===== config.mk =====
export PLATFORM = sky130hd
export DESIGN_NAME = uart_rx
export DESIGN_NICKNAME = d
export VERILOG_FILES = /design/src/rtl/uart_rx.sv
export SDC_FILE = /design/constraint.sdc
export NUM_CORES = 1
export LEC_CHECK = 0
export CAP_MARGIN = 20
export CORE_UTILIZATION = 40
export DETAILED_ROUTE_END_ITERATION = 10
export DONT_BUFFER_PORTS = 1
export GPL_ROUTABILITY_DRIVEN = 0
export HOLD_SLACK_MARGIN = 0.1
export PLACE_DENSITY = 0.63
export SYNTH_ARGS = -nofsm -noshare
export SYNTH_HDL_FRONTEND = slang
export SYNTH_SLANG_ARGS = --single-unit

===== constraint.sdc =====
create_clock -name sys_clk -period 3 [get_ports sys_clk]
set_clock_uncertainty 0.2 [all_clocks]
set_input_delay 0.9 -clock sys_clk [delete_from_list [all_inputs] [get_ports sys_clk]]
set_output_delay 0.9 -clock sys_clk [all_outputs]
set_load 0.01 [all_outputs]

===== src/rtl/uart_rx.sv =====
// UART receiver: 8N1, LSB-first, mid-bit sampling via a baud counter.
// Ports: sys_clk, sys_rst_n (async, active-low), rx (serial in),
//        po_data (last good byte), po_flag (new-byte strobe),
//        frame_err (bad stop-bit strobe), busy (FSM not idle).
module uart_rx #(
    parameter int UART_BPS = 115200,
    parameter int CLK_FREQ = 50_000_000
) (
    input  logic       sys_clk,
    input  logic       sys_rst_n,
    input  logic       rx,
    output logic [7:0] po_data,
    output logic       po_flag,
    output logic       frame_err,
    output logic       busy
);

    localparam int BAUD_CNT_MAX = CLK_FREQ / UART_BPS;
    localparam int HALF_CNT     = BAUD_CNT_MAX / 2;
    localparam int CNT_RAW      = $clog2(BAUD_CNT_MAX);
    localparam int CNT_W        = (CNT_RAW > 13) ? CNT_RAW : 13;

    localparam logic [CNT_W-1:0] CNT_LAST  = CNT_W'(BAUD_CNT_MAX - 1);
    localparam logic [CNT_W-1:0] SAMPLE_AT = CNT_W'(HALF_CNT - 1);

    typedef enum logic [1:0] {
        IDLE  = 2'd0,
        START = 2'd1,
        DATA  = 2'd2,
        STOP  = 2'd3
    } state_t;

    state_t             r_state;
    state_t             w_state_nxt;
    logic               r_rx_s1;
    logic               r_rx_s2;
    logic               r_rx_s3;
    logic [CNT_W-1:0]   r_baud_cnt;
    logic [3:0]         r_bit_cnt;
    logic [7:0]         r_shift;
    logic [7:0]         r_po_data;
    logic               r_po_flag;
    logic               r_frame_err;
    logic               w_start;
    logic               w_sample;

    // Two-flop synchronizer plus one history flop for edge detection.
    always_ff @(posedge sys_clk or negedge sys_rst_n) begin
        if (!sys_rst_n) begin
            r_rx_s1 <= 1'b1;
            r_rx_s2 <= 1'b1;
            r_rx_s3 <= 1'b1;
        end else begin
            r_rx_s1 <= rx;
            r_rx_s2 <= r_rx_s1;
            r_rx_s3 <= r_rx_s2;
        end
    end

    // Only a high-to-low transition starts a frame, never a held low.
    assign w_start  = (r_state == IDLE) && !r_rx_s2 && r_rx_s3;
    assign w_sample = (r_baud_cnt == SAMPLE_AT);

    always_ff @(posedge sys_clk or negedge sys_rst_n) begin
        if (!sys_rst_n) begin
            r_state <= IDLE;
        end else begin
            r_state <= w_state_nxt;
        end
    end

    always_comb begin
        w_state_nxt = r_state;
        unique case (r_state)
            IDLE: begin
                if (w_start) w_state_nxt = START;
            end
            START: begin
                // A start bit that is high again at mid-bit is a glitch.
                if (w_sample) w_state_nxt = r_rx_s2 ? IDLE : DATA;
            end
            DATA: begin
                if (w_sample && (r_bit_cnt == 4'd7)) w_state_nxt = STOP;
            end
            STOP: begin
                // Return at mid-stop so a back-to-back start edge is caught.
                if (w_sample) w_state_nxt = IDLE;
            end
            default: w_state_nxt = IDLE;
        endcase
    end

    always_ff @(posedge sys_clk or negedge sys_rst_n) begin
        if (!sys_rst_n) begin
            r_baud_cnt  <= '0;
            r_bit_cnt   <= 4'd0;
            r_shift     <= 8'h00;
            r_po_data   <= 8'h00;
            r_po_flag   <= 1'b0;
            r_frame_err <= 1'b0;
        end else begin
            r_po_flag   <= 1'b0;
            r_frame_err <= 1'b0;

            if ((r_state == IDLE) || (w_state_nxt == IDLE)) begin
                r_baud_cnt <= '0;
            end else if (r_baud_cnt == CNT_LAST) begin
                r_baud_cnt <= '0;
            end else begin
                r_baud_cnt <= r_baud_cnt + 1'b1;
            end

            if (w_start) begin
                r_bit_cnt <= 4'd0;
            end else if ((r_state == DATA) && w_sample) begin
                r_bit_cnt <= r_bit_cnt + 4'd1;
            end

            // Line is LSB-first, so shift in at the MSB.
            if ((r_state == DATA) && w_sample) begin
                r_shift <= {r_rx_s2, r_shift[7:1]};
            end

            if ((r_state == STOP) && w_sample) begin
                if (r_rx_s2) begin
                    r_po_data <= r_shift;
                    r_po_flag <= 1'b1;
                end else begin
                    r_frame_err <= 1'b1;
                end
            end
        end
    end

    assign po_data   = r_po_data;
    assign po_flag   = r_po_flag;
    assign frame_err = r_frame_err;
    assign busy      = (r_state != IDLE);

endmodule

# After elaboration in Yosys (flattened, before gate mapping)
# Index checks and enable logic that the tools add are counted.
# word_totals
latchBits	0
memories	0
out_inout_bits	11
ff_bits	40
in_bits	3
wordCells	44
mem_bits_rw	0
rom_bits	0
# classes
n_mul	0
n_reduce_logical	12
n_shift	0
n_bitwise	0
magnitude_cmp	0
eq_ne	6
n_div	0
add_sub_neg	2
n_mux	14
# op_table
op	count
13-bit 2-to-1 mux	2
13-bit by 1-bit adder with 13-bit output, second input constant	1
13-bit by 8-bit equality test with 1-bit output, second input constant	1
13-bit by 9-bit equality test with 1-bit output, second input constant	1
2-bit 2-to-1 mux	5
4-bit 2-to-1 mux	2
2-bit one-hot mux with 4 select lines	1
1-bit logical AND	5
4-bit by 1-bit adder with 4-bit output, second input constant	1
2-bit equality test, second input constant	2
4-bit by 3-bit equality test with 1-bit output, second input constant	1
2-bit logical NOT	2
1-bit 2-to-1 mux	4
2-bit nonzero test	2
2-bit by 1-bit equality test with 1-bit output, second input constant	1
2-bit AND reduction	1
1-bit logical NOT	1
1-bit logical OR	1

# Depth between registers and ports, before layout
# Gate-level depths: netlist (run 1).
# logic_depth
depth_word	8
depth_mapped	7
mapped_depth_nobuf	6

# Least setup slack after synthesis (run 1)
# OpenSTA, ideal clock, no wires.
# synth_path
path_kind	reg-to-reg
start	register r_baud_cnt[0]
end	register r_po_data[0] (netlist: po_data[0])
slack_ns	0.960
synth_period_minus_slack_ns	2.040
t_required_ns	2.675
stages_incl_launch_ff	8
arrival_time_ns	1.715
path_buffers	1
setup_time_ns	0.125
path_cell_list	dfrtp_1 inv_1 ha_1 and4b_1 nand4_1 or3_1 buf_6 mux2_4
# synth_between
elab_chain_len	3
# synth_lines
item	line_no	source
start: declaration	38	logic [CNT_W-1:0] r_baud_cnt;
start signal: assignment	110	r_baud_cnt <= r_baud_cnt + 1'b1;
13-bit by 8-bit equality test with 1-bit output	62	assign w_sample = (r_baud_cnt == SAMPLE_AT);
1-bit logical AND	124	if ((r_state == STOP) && w_sample) begin
2-bit AND reduction (no line)	n/a	
end signal: assignment	126	r_po_data <= r_shift;
end: declaration	41	logic [7:0] r_po_data;
# Every way passes these cells.
# A chain may end at the register's enable or synchronous reset.

# Worst setup path after layout (run 1)
# layout_path
start	register r_baud_cnt[0]
end	register r_po_data[1] (netlist: po_data[1])
# Same word-level chain as after synthesis.

==> results of run 1 <==
==> per-stage QoR <==
stage / total power, mW / hold WS (ns)
final: 1.210 / 0.1578
after global routing: 1.270 / 0.1658
after CTS: 1.219 / 0.1583
after detailed placement: 0.7691 / 0.1478
after global placement: 0.7641 / 0.1482
after floorplan: 0.7393 / 0.1452
==> layout make-up <==
| type | count | area share (%) |
|---|---|---|
| Tap cell | 50 | 3.181 |
| Sequential cell | 40 | 51.08 |
| Clock buffer | 5 | 3.499 |
| Timing Repair Buffer | 3 | 1.781 |
| Inverter | 7 | 1.336 |
| Multi-Input combinational cell | 95 | 36.96 |
| Clock inverter | 3 | 2.163 |
==> flip-flops by register name, indices dropped and copies added (netlist names) <==
| register | cells |
|---|---|
| po_data | 8 |
| po_flag | 1 |
| r_baud_cnt | 13 |
| r_rx_s2 | 1 |
| frame_err | 1 |
| r_state | 2 |
| r_rx_s1 | 1 |
| r_shift | 8 |
| r_bit_cnt | 4 |
| r_rx_s3 | 1 |
==> cell usage after synthesis <==
cell type | number | area [um^2]
dfrtp_1 | 37 | 925.9
nor2_1 | 20 | 75.07
mux2_2 | 9 | 101.4
mux2_4 | 8 | 120.1
nand4_1 | 8 | 50.05
inv_1 | 7 | 26.28
xnor2_1 | 7 | 61.31
xor2_1 | 5 | 43.79
ha_1 | 4 | 50.05
nand2_1 | 4 | 15.01
nand3_1 | 4 | 20.02
nor3_1 | 4 | 20.02
a21oi_1 | 3 | 15.01
dfstp_2 | 3 | 78.83
or3_1 | 3 | 18.77
buf_2 | 2 | 10.01
nor3b_1 | 2 | 15.01
o21ai_0 | 2 | 10.01
and3_1 | 1 | 6.260
and3_2 | 1 | 7.510
and3b_1 | 1 | 8.760
and4_1 | 1 | 8.760
and4b_1 | 1 | 10.01
and4bb_2 | 1 | 12.51
buf_4 | 1 | 7.510
buf_6 | 1 | 11.26
mux2i_1 | 1 | 10.01
nor3_4 | 1 | 16.27
nor4b_1 | 1 | 8.760
o211ai_1 | 1 | 7.510
o41ai_1 | 1 | 8.760
or2_2 | 1 | 6.260
==> where the power goes <==
group | total [mW] | internal [mW] | switching, mW | leakage (nW)
registers | 0.637 | 0.576 | 0.0610 | 0.538
clock network | 0.433 | 0.246 | 0.187 | 0.0541
logic | 0.139 | 0.0618 | 0.0777 | 0.345
total | 1.21 | 0.884 | 0.326 | 0.937
==> worst max-delay path by stage <==
| stage | from | endpoint |
|---|---|---|
| 2_1_floorplan | r_baud_cnt[0] | po_data[0] |
| 3_3_place_gp | r_baud_cnt[0] | po_data[6] |
| 3_5_place_dp | r_baud_cnt[0] | po_data[1] |
| 4_1_cts | r_baud_cnt[0] | po_data[1] |
| 5_1_grt | r_baud_cnt[0] | po_data[1] |
| 6_report | r_baud_cnt[0] | po_data[1] |
==> per-layer routing <==
layer	routed length (um)	track usage, %	vias to the layer above
met5	0	0	-
met4	44	8.418	0
met3	148	4.770	5
met2	1333	22.92	34
met1	1430	19.44	555
li1	-	-	517
==> critical path, stage by stage, from the launching register on <==
cell and delay, ns:
dfrtp_1 0.45, inv_1 0.08, ha_1 0.13, and4b_1 0.24, nand4_1 0.12, or3_1 0.59, mux2_4 0.38
==> what timing repair did <==
action                    in CTS  in global routing
gates resized for setup        0                  0
hold endpoints to repair      37                  0
hold buffers                   1                  0
==> kinds of logic after synthesis <==
kind of cell / after synthesis / share of synthesized area, %
xor gates and xnor gates: 12 / 5.882
DFF: 40 / 56.23
muxes: 18 / 12.96
buffers and inverters: 11 / 3.082
and+or+nand+nor: 54 / 16.74
AOI/OAI and AO/OA: 7 / 2.311
adders and majority gates: 4 / 2.801
==> flow_summary.toml, run 1 <==
[status]
status = "finished, final reports clean"

[yosys]
synth_area_um2 = 1787
yosys.cell_types.count = 32
synth_fp_nets = 153
syn_inst = 146
syn_area_per_cell_um2 = 12.24
yosys_warnings = 0
synth_seq_cells = 40
seq_area_frac_synth_pct = 56.23

[layout]
final_cell_mix = "dfrtp_1 (37), nor2_1 (20), mux2_2 (9)"
diodes = 0
num-fill-cells = 378
final_nets = 159
final_common_cell = "dfrtp_1"
stdcell_count = 203
regArea_um2 = 1005
fin_util_pct = 47.46
drive_gt1_share_pct = 22.88
area_growth_pct = 10.08
multi_input_area_um2 = 726.9
fin_area_um2 = 1967

[critical_path]
required_ns = 2.98
r2r-end = "po_data[1]"
critPathKind = "reg -> reg"
regToRegSetupSlack_ns = 0.71
cp-end-kind = "flop"
arrival_ns = 2.27
cp_max_fo = 8
start_kind = "flop"
worstRegToRegCells = 6
r2r_start = "r_baud_cnt[0]"

[sta]
setup_viol = 0
period_minus_slack_ns = 2.295
finalMaxSlewViolations = 0
finalHoldViolCount = 0
relSlewSlack_pct = 64.72
fin_ws_ns = 0.7052
tns_ns = 0
clock.fmax_ghz = 0.4358
period_share_pct = 76.49
rsz0062_at_grt = "false"
worstMarginPinSlew_ns = 0.5276

[flow_run]
cap_violations = 0

[min_path]
whs_endpoint = "r_rx_s2"
min_from = "r_rx_s1"
hp-class = "reg -> reg"
whs_path_depth = 0

[routing]
via_per_inst = 5.473
first_pass_iters = 4
drc_errors = 0
detail-route-antenna-nets = 0
drtIter0Drc = 46
vias = 1111
wirelength_um = 2956
wl_per_cell_um = 14.56

[cts]
numClockSinks = 40
cts_max_path_buffers = 2
path_clk_slew_ns = 0.08
cts_tree = "built"
cts_buffers = 5
clk_latency_ns = 0.29
htreeDepth = 2
clockRootBuffer = "clkbuf_8"
cts_setup_buffers = 0

[place]
portBuffers = 0
place_ws_ns = 0.7040
dpl.cell_count = 194
placed_area_um2 = 1836
hpwl_um = 1988

[global_routing]
grt_usage_pct = 15.26
grt-ovfl-total = 0
grt_max_degree = 38
grt_pass1_wl_um = 5064
grt_antenna_before_repair = 0
grt_pass1_vias = 1109

[floorplanning]
io-pin-count = 14
core-area_um2 = 4144
start_util_pct = 43.12
die_area_um2 = 4738
die_w_um = 68.84
die_y_um = 68.84
std_cell_rows = 23

[pwr]
ir_drop_uv = 458.0
powerDensity_nw_per_um2 = 615.1
leakage_nw = 0.9374
Note: power is estimated with default switching activity, not from simulation.
==> inputs of run 2 (changes only) <==
--- a/config.mk
+++ b/config.mk
@@ -5,13 +5,14 @@
 export SDC_FILE = /design/constraint.sdc
 export NUM_CORES = 1
 export LEC_CHECK = 0
+export ABC_AREA = 1
 export CAP_MARGIN = 20
 export CORE_UTILIZATION = 40
 export DETAILED_ROUTE_END_ITERATION = 10
 export DONT_BUFFER_PORTS = 1
 export GPL_ROUTABILITY_DRIVEN = 0
 export HOLD_SLACK_MARGIN = 0.1
-export PLACE_DENSITY = 0.63
+export PLACE_DENSITY = 0.65
 export SYNTH_ARGS = -nofsm -noshare
 export SYNTH_HDL_FRONTEND = slang
 export SYNTH_SLANG_ARGS = --single-unit
==> constraint.sdc (replaced) <==
create_clock -name sys_clk -period 2 [get_ports sys_clk]
set_clock_uncertainty 0.2 [all_clocks]
set_input_delay 0.6 -clock sys_clk [delete_from_list [all_inputs] [get_ports sys_clk]]
set_output_delay 0.6 -clock sys_clk [all_outputs]
set_load 0.01 [all_outputs]
==> flow_summary.toml, run 2 <==
[yosys]
yosys_warnings = 0
synth.most_common_cell = "nand2_1"
synth_commonest_cells = "nand2_1 (46), dfrtp_1 (37), nor2_1 (30)"
synth_area_um2 = 1937
synth_edf_count = 0
yosysTopAreaCellShare_pct = 47.80
synth_compound_area_share_pct = 5.556
synth_seq_cells = 40
synth-simple-area-share_pct = 28.10
synth_fp_nets = 231
seq_area_frac_synth_pct = 51.87
synth_area_leaders = "dfrtp_1 (48%), nand2_1 (8.9%), nor2_1 (5.8%)"
syn_inst = 224
ys_async_sr_fraction_pct = 100.0
synthMuxAreaShare_pct = 0
yosys.cell_types.count = 27
ys.flop_type = "dfrtp_1"
synthAdderAreaFrac_pct = 2.584
syn_area_per_cell_um2 = 8.647
synth_xor_area_share_pct = 4.974
synth_area_leader_cell = "dfrtp_1"
synth_top_family_by_area = "simple AND/OR/NAND/NOR gates"

[critical_path]
critPathKind = "reg -> reg"
cp-end-kind = "flop"
start_kind = "flop"
cp_max_fo = 7
arrival_ns = 1.91
required_ns = 2.03

[layout]
multi_input_area_um2 = 860.8
fin_area_um2 = 2330
area_growth_pct = 20.28
final_nets = 248
num-fill-cells = 416
diodes = 0
final_common_cell = "nand2_1"
top_register = "r_baud_cnt"
stdcell_count = 294
drive_gt1_share_pct = 20.25
largest_reg_flops = 13
final_cell_mix = "nand2_1 (45), dfrtp_1 (37), inv_1 (28)"
regArea_um2 = 1005

[cts]
htreeDepth = 2
numClockSinks = 40
clockRootBuffer = "clkbuf_8"
cts_tree = "built"
cts_max_path_buffers = 2
clk_latency_ns = 0.29
path_clk_slew_ns = 0.08
cts_buffers = 5

[pwr]
powerDensity_nw_per_um2 = 944.4
total_power_mw = 2.200
leakage_nw = 1.104
ir_drop_uv = 389.4

[routing]
drtIter0Drc = 95
drc_errors = 0
wirelength_um = 3699
via_per_inst = 4.827
first_pass_iters = 4
vias = 1419
detail-route-antenna-nets = 0
wl_per_cell_um = 12.58

[global_routing]
grt_pass1_vias = 1348
grt_max_degree = 41
grt-ovfl-total = 0
grt_antenna_before_repair = 0
grt_pass1_wl_um = 6306
grt_usage_pct = 16.30

[sta]
relSlewSlack_pct = 71.96
holdWs_ns = 0.1636
finalMaxSlewViolations = 0
period_minus_slack_ns = 1.882
worstMarginPinSlew_ns = 0.4205
period_share_pct = 94.09
finalHoldViolCount = 0
setup_viol = 0
clock.fmax_ghz = 0.5314

[floorplanning]
die_area_um2 = 5124
io-pin-count = 14
core-area_um2 = 4504
start_util_pct = 43.00
die_w_um = 71.59
std_cell_rows = 24
die_y_um = 71.59

[min_path]
hp-class = "reg -> reg"

[status]
status = "finished, final reports clean"

[flow_run]
cap_violations = 0

[place]
placed_area_um2 = 2018
hpwl_um = 2552
portBuffers = 0
dpl.cell_count = 277
## run 2: cell type report
class                      count  area share (%)
clock inverter                 3           3.867
multi-input combinational    150           36.95
tap                           52           2.793
timing repair buffer          12           5.156
sequential                    40           43.13
inverter                      32           5.156
clock buffer                   5           2.954
## run 2: timing repair
item | in CTS | in global routing
hold buffers | 3 | 0
buffers inserted | 0 | 5
endpoints found under the hold margin | 41 | 0
endpoints found under the setup margin | 0 | 29
gates resized for setup | 0 | 15
## run 2: worst paths after layout
check                                   start       endpoint  cells past startpoint  slack (ns)
worst max-delay path            r_baud_cnt[0]  r_baud_cnt[1]                     12        0.12
worst min-delay path                  r_rx_s1        r_rx_s2                      0        0.16
worst max register to register  r_baud_cnt[0]  r_baud_cnt[1]                     12        0.12
worst min register to register        r_rx_s1        r_rx_s2                      0        0.16
max in group asynchronous           sys_rst_n        r_rx_s2                      2        0.79
min in group asynchronous           sys_rst_n   r_bit_cnt[3]                      2        0.56
## run 2: worst max-delay path: stages (launching register included)
cell and delay, ns:
dfrtp_1 0.39, inv_1 0.09, ha_2 0.18, inv_1 0.04
nor2_1 0.08, nand2_1 0.09, nor2_4 0.15, nand4_1 0.12
nand2_1 0.11, nand2_2 0.07, nand2_4 0.10, nand2_8 0.09
nor2_4 0.10
## run 2: where the power goes
group          total [mW]  internal, mW  switching (mW)
combinational       0.405         0.171           0.234
clock               0.900         0.624           0.276
sequential          0.895         0.852          0.0430
total                2.20          1.65           0.553
## run 2: per-layer routing
layer	vias up	track usage, %	routed length, um
met5	-	0	0
met4	0	6.754	48
met3	5	4.219	147
met2	30	24.55	1665
met1	649	22.47	1838
li1	735	-	-
## run 2: cell families (layout without fill, tap and decap cells)
family          count (synthesis)  count (layout)
simple gates                  113             114
flops                          40              40
buf+inv                        35              52
compound gates                 21              21
xor+xnor                       11              11
fa+ha+maj                       4               4
## run 2: metrics by stage
step | utilization [%] | worst slack, ns | TNS (ns)
after global placement | 44.81 | 0.1230 | 0
after detailed placement | 44.81 | 0.07247 | 0
final | 51.72 | 0.1182 | 0
after CTS | 49.22 | 0.007885 | 0
after floorplan | - | 0.2258 | 0
after global routing | 51.72 | -0.01425 | -0.03512
==> inputs of run 3 (changes only) <==
--- a/config.mk
+++ b/config.mk
@@ -7,12 +7,12 @@
 export LEC_CHECK = 0
 export ABC_AREA = 1
 export CAP_MARGIN = 20
-export CORE_UTILIZATION = 40
+export CORE_UTILIZATION = 55
 export DETAILED_ROUTE_END_ITERATION = 10
 export DONT_BUFFER_PORTS = 1
 export GPL_ROUTABILITY_DRIVEN = 0
 export HOLD_SLACK_MARGIN = 0.1
-export PLACE_DENSITY = 0.65
+export PLACE_DENSITY = 0.82
 export SYNTH_ARGS = -nofsm -noshare
 export SYNTH_HDL_FRONTEND = slang
 export SYNTH_SLANG_ARGS = --single-unit
==> flow_summary.toml, run 3 (synthesis gave the netlist of run 2 again) <==
[cts]
clockRootBuffer = "clkbuf_4"
cts_buffers = 5
htreeDepth = 2
cts_max_path_buffers = 2
path_clk_slew_ns = 0.13
clk_latency_ns = 0.36
numClockSinks = 40
cts_tree = "built"

[critical_path]
regToRegSetupSlack_ns = -0.02
critPathKind = "reg -> reg"
worstRegToRegCells = 12
start_kind = "flop"
r2r-end = "r_baud_cnt[2]"
cp-end-kind = "flop"
required_ns = 2.09
r2r_start = "r_baud_cnt[1]"
cp_max_fo = 7
arrival_ns = 2.11

[status]
violations = "setup timing"
status = "complete, but fails checks"

[layout]
final_cell_mix = "nand2_1 (44), dfrtp_1 (35), nor2_1 (26)"
largest_reg_flops = 13
final_common_cell = "nand2_1"
top_register = "r_baud_cnt"
stdcell_count = 291
area_growth_pct = 16.09
drive_gt1_share_pct = 23.67
final_nets = 251
fin_area_um2 = 2248
diodes = 0
fin_util_pct = 66.85

[min_path]
hp-class = "reg -> reg"
whs_endpoint = "r_rx_s3"
whs_path_depth = 0
min_from = "r_rx_s2"

[sta]
rsz0062_at_grt = "true"
finalHoldViolCount = 0
period_minus_slack_ns = 2.023
relSlewSlack_pct = 72.14
fin_ws_ns = -0.02331
finalMaxSlewViolations = 0
tns_ns = -0.05333
clock.fmax_ghz = 0.4942
period_share_pct = 101.2
holdWs_ns = 0.1565
worstMarginPinSlew_ns = 0.4179
setup_viol = 4

[place]
portBuffers = 0
place_ws_ns = 0.06330
dpl.cell_count = 271
placed_area_um2 = 2011
hpwl_um = 2497

[floorplanning]
die_y_um = 61.34
io-pin-count = 14
core-area_um2 = 3363
die_area_um2 = 3763
die_w_um = 61.34
start_util_pct = 57.59
std_cell_rows = 21

[routing]
wirelength_um = 3962
drtIter0Drc = 135
detail-route-antenna-nets = 0
vias = 1517
via_per_inst = 5.213
wl_per_cell_um = 13.62
drc_errors = 0
first_pass_iters = 4

[pwr]
total_power_mw = 1.791
leakage_nw = 1.063
powerDensity_nw_per_um2 = 796.8
ir_drop_uv = 361.8

[global_routing]
grt_antenna_before_repair = 0
grt_usage_pct = 21.76
grt_max_degree = 41
grt_pass1_wl_um = 5899
grt-ovfl-total = 0
grt_pass1_vias = 1362

[flow_run]
cap_violations = 0
-- run 3: timing repair --
action,CTS,global route
buffers inserted,0,8
hold buffers,3,0
endpoints found under the hold margin,41,0
endpoints found under the setup margin,0,25
resized for setup,0,20
-- run 3: metal layers --
metal / up-vias / routed length [um] / GRT usage, %
li1: 744 / - / -
met1: 717 / 1771 / 28.92
met2: 45 / 1891 / 32.61
met3: 11 / 210 / 5.462
met4: 0 / 89 / 12.06
met5: - / 0 / 0
-- run 3: worst max path at each step --
stage	start	end	depth (start not counted)	slack [ns]
after global routing	r_baud_cnt[1]	r_baud_cnt[2]	12	-0.11
after detailed placement	r_baud_cnt[1]	r_baud_cnt[6]	11	0.06
after CTS	r_state[0]	busy	2	0.0005
after floorplan	r_baud_cnt[0]	r_baud_cnt[2]	11	0.23
final	r_baud_cnt[1]	r_baud_cnt[2]	12	-0.02
after global placement	r_baud_cnt[1]	r_baud_cnt[2]	11	0.14
-- run 3: worst max-delay path: stages (launching register included) --
cell and delay [ns]:
dfrtp_1 0.41, inv_2 0.10, ha_4 0.14, inv_2 0.03
nor2_2 0.10, nand2_2 0.07, nor2_4 0.20, nand4_1 0.16
nand2_1 0.14, nand2_2 0.09, nand2_4 0.11, nand2_8 0.09
nor2_4 0.12
-- run 3: report_power, final --
group	switching, mW	internal (mW)	total (mW)
combinational	0.250	0.190	0.441
sequential	0.0487	0.853	0.901
clock	0.279	0.171	0.449
-- run 3: layout make-up --
cell class                      count  area, um^2
Fill cell                         246        1115
Clock buffer                        6       51.30
Timing Repair Buffer               15       130.1
Tap cell                           46       57.56
Clock inverter                      2       15.01
Inverter                           32       120.1
Multi-Input combinational cell    150       867.1
Sequential cell                    40        1007
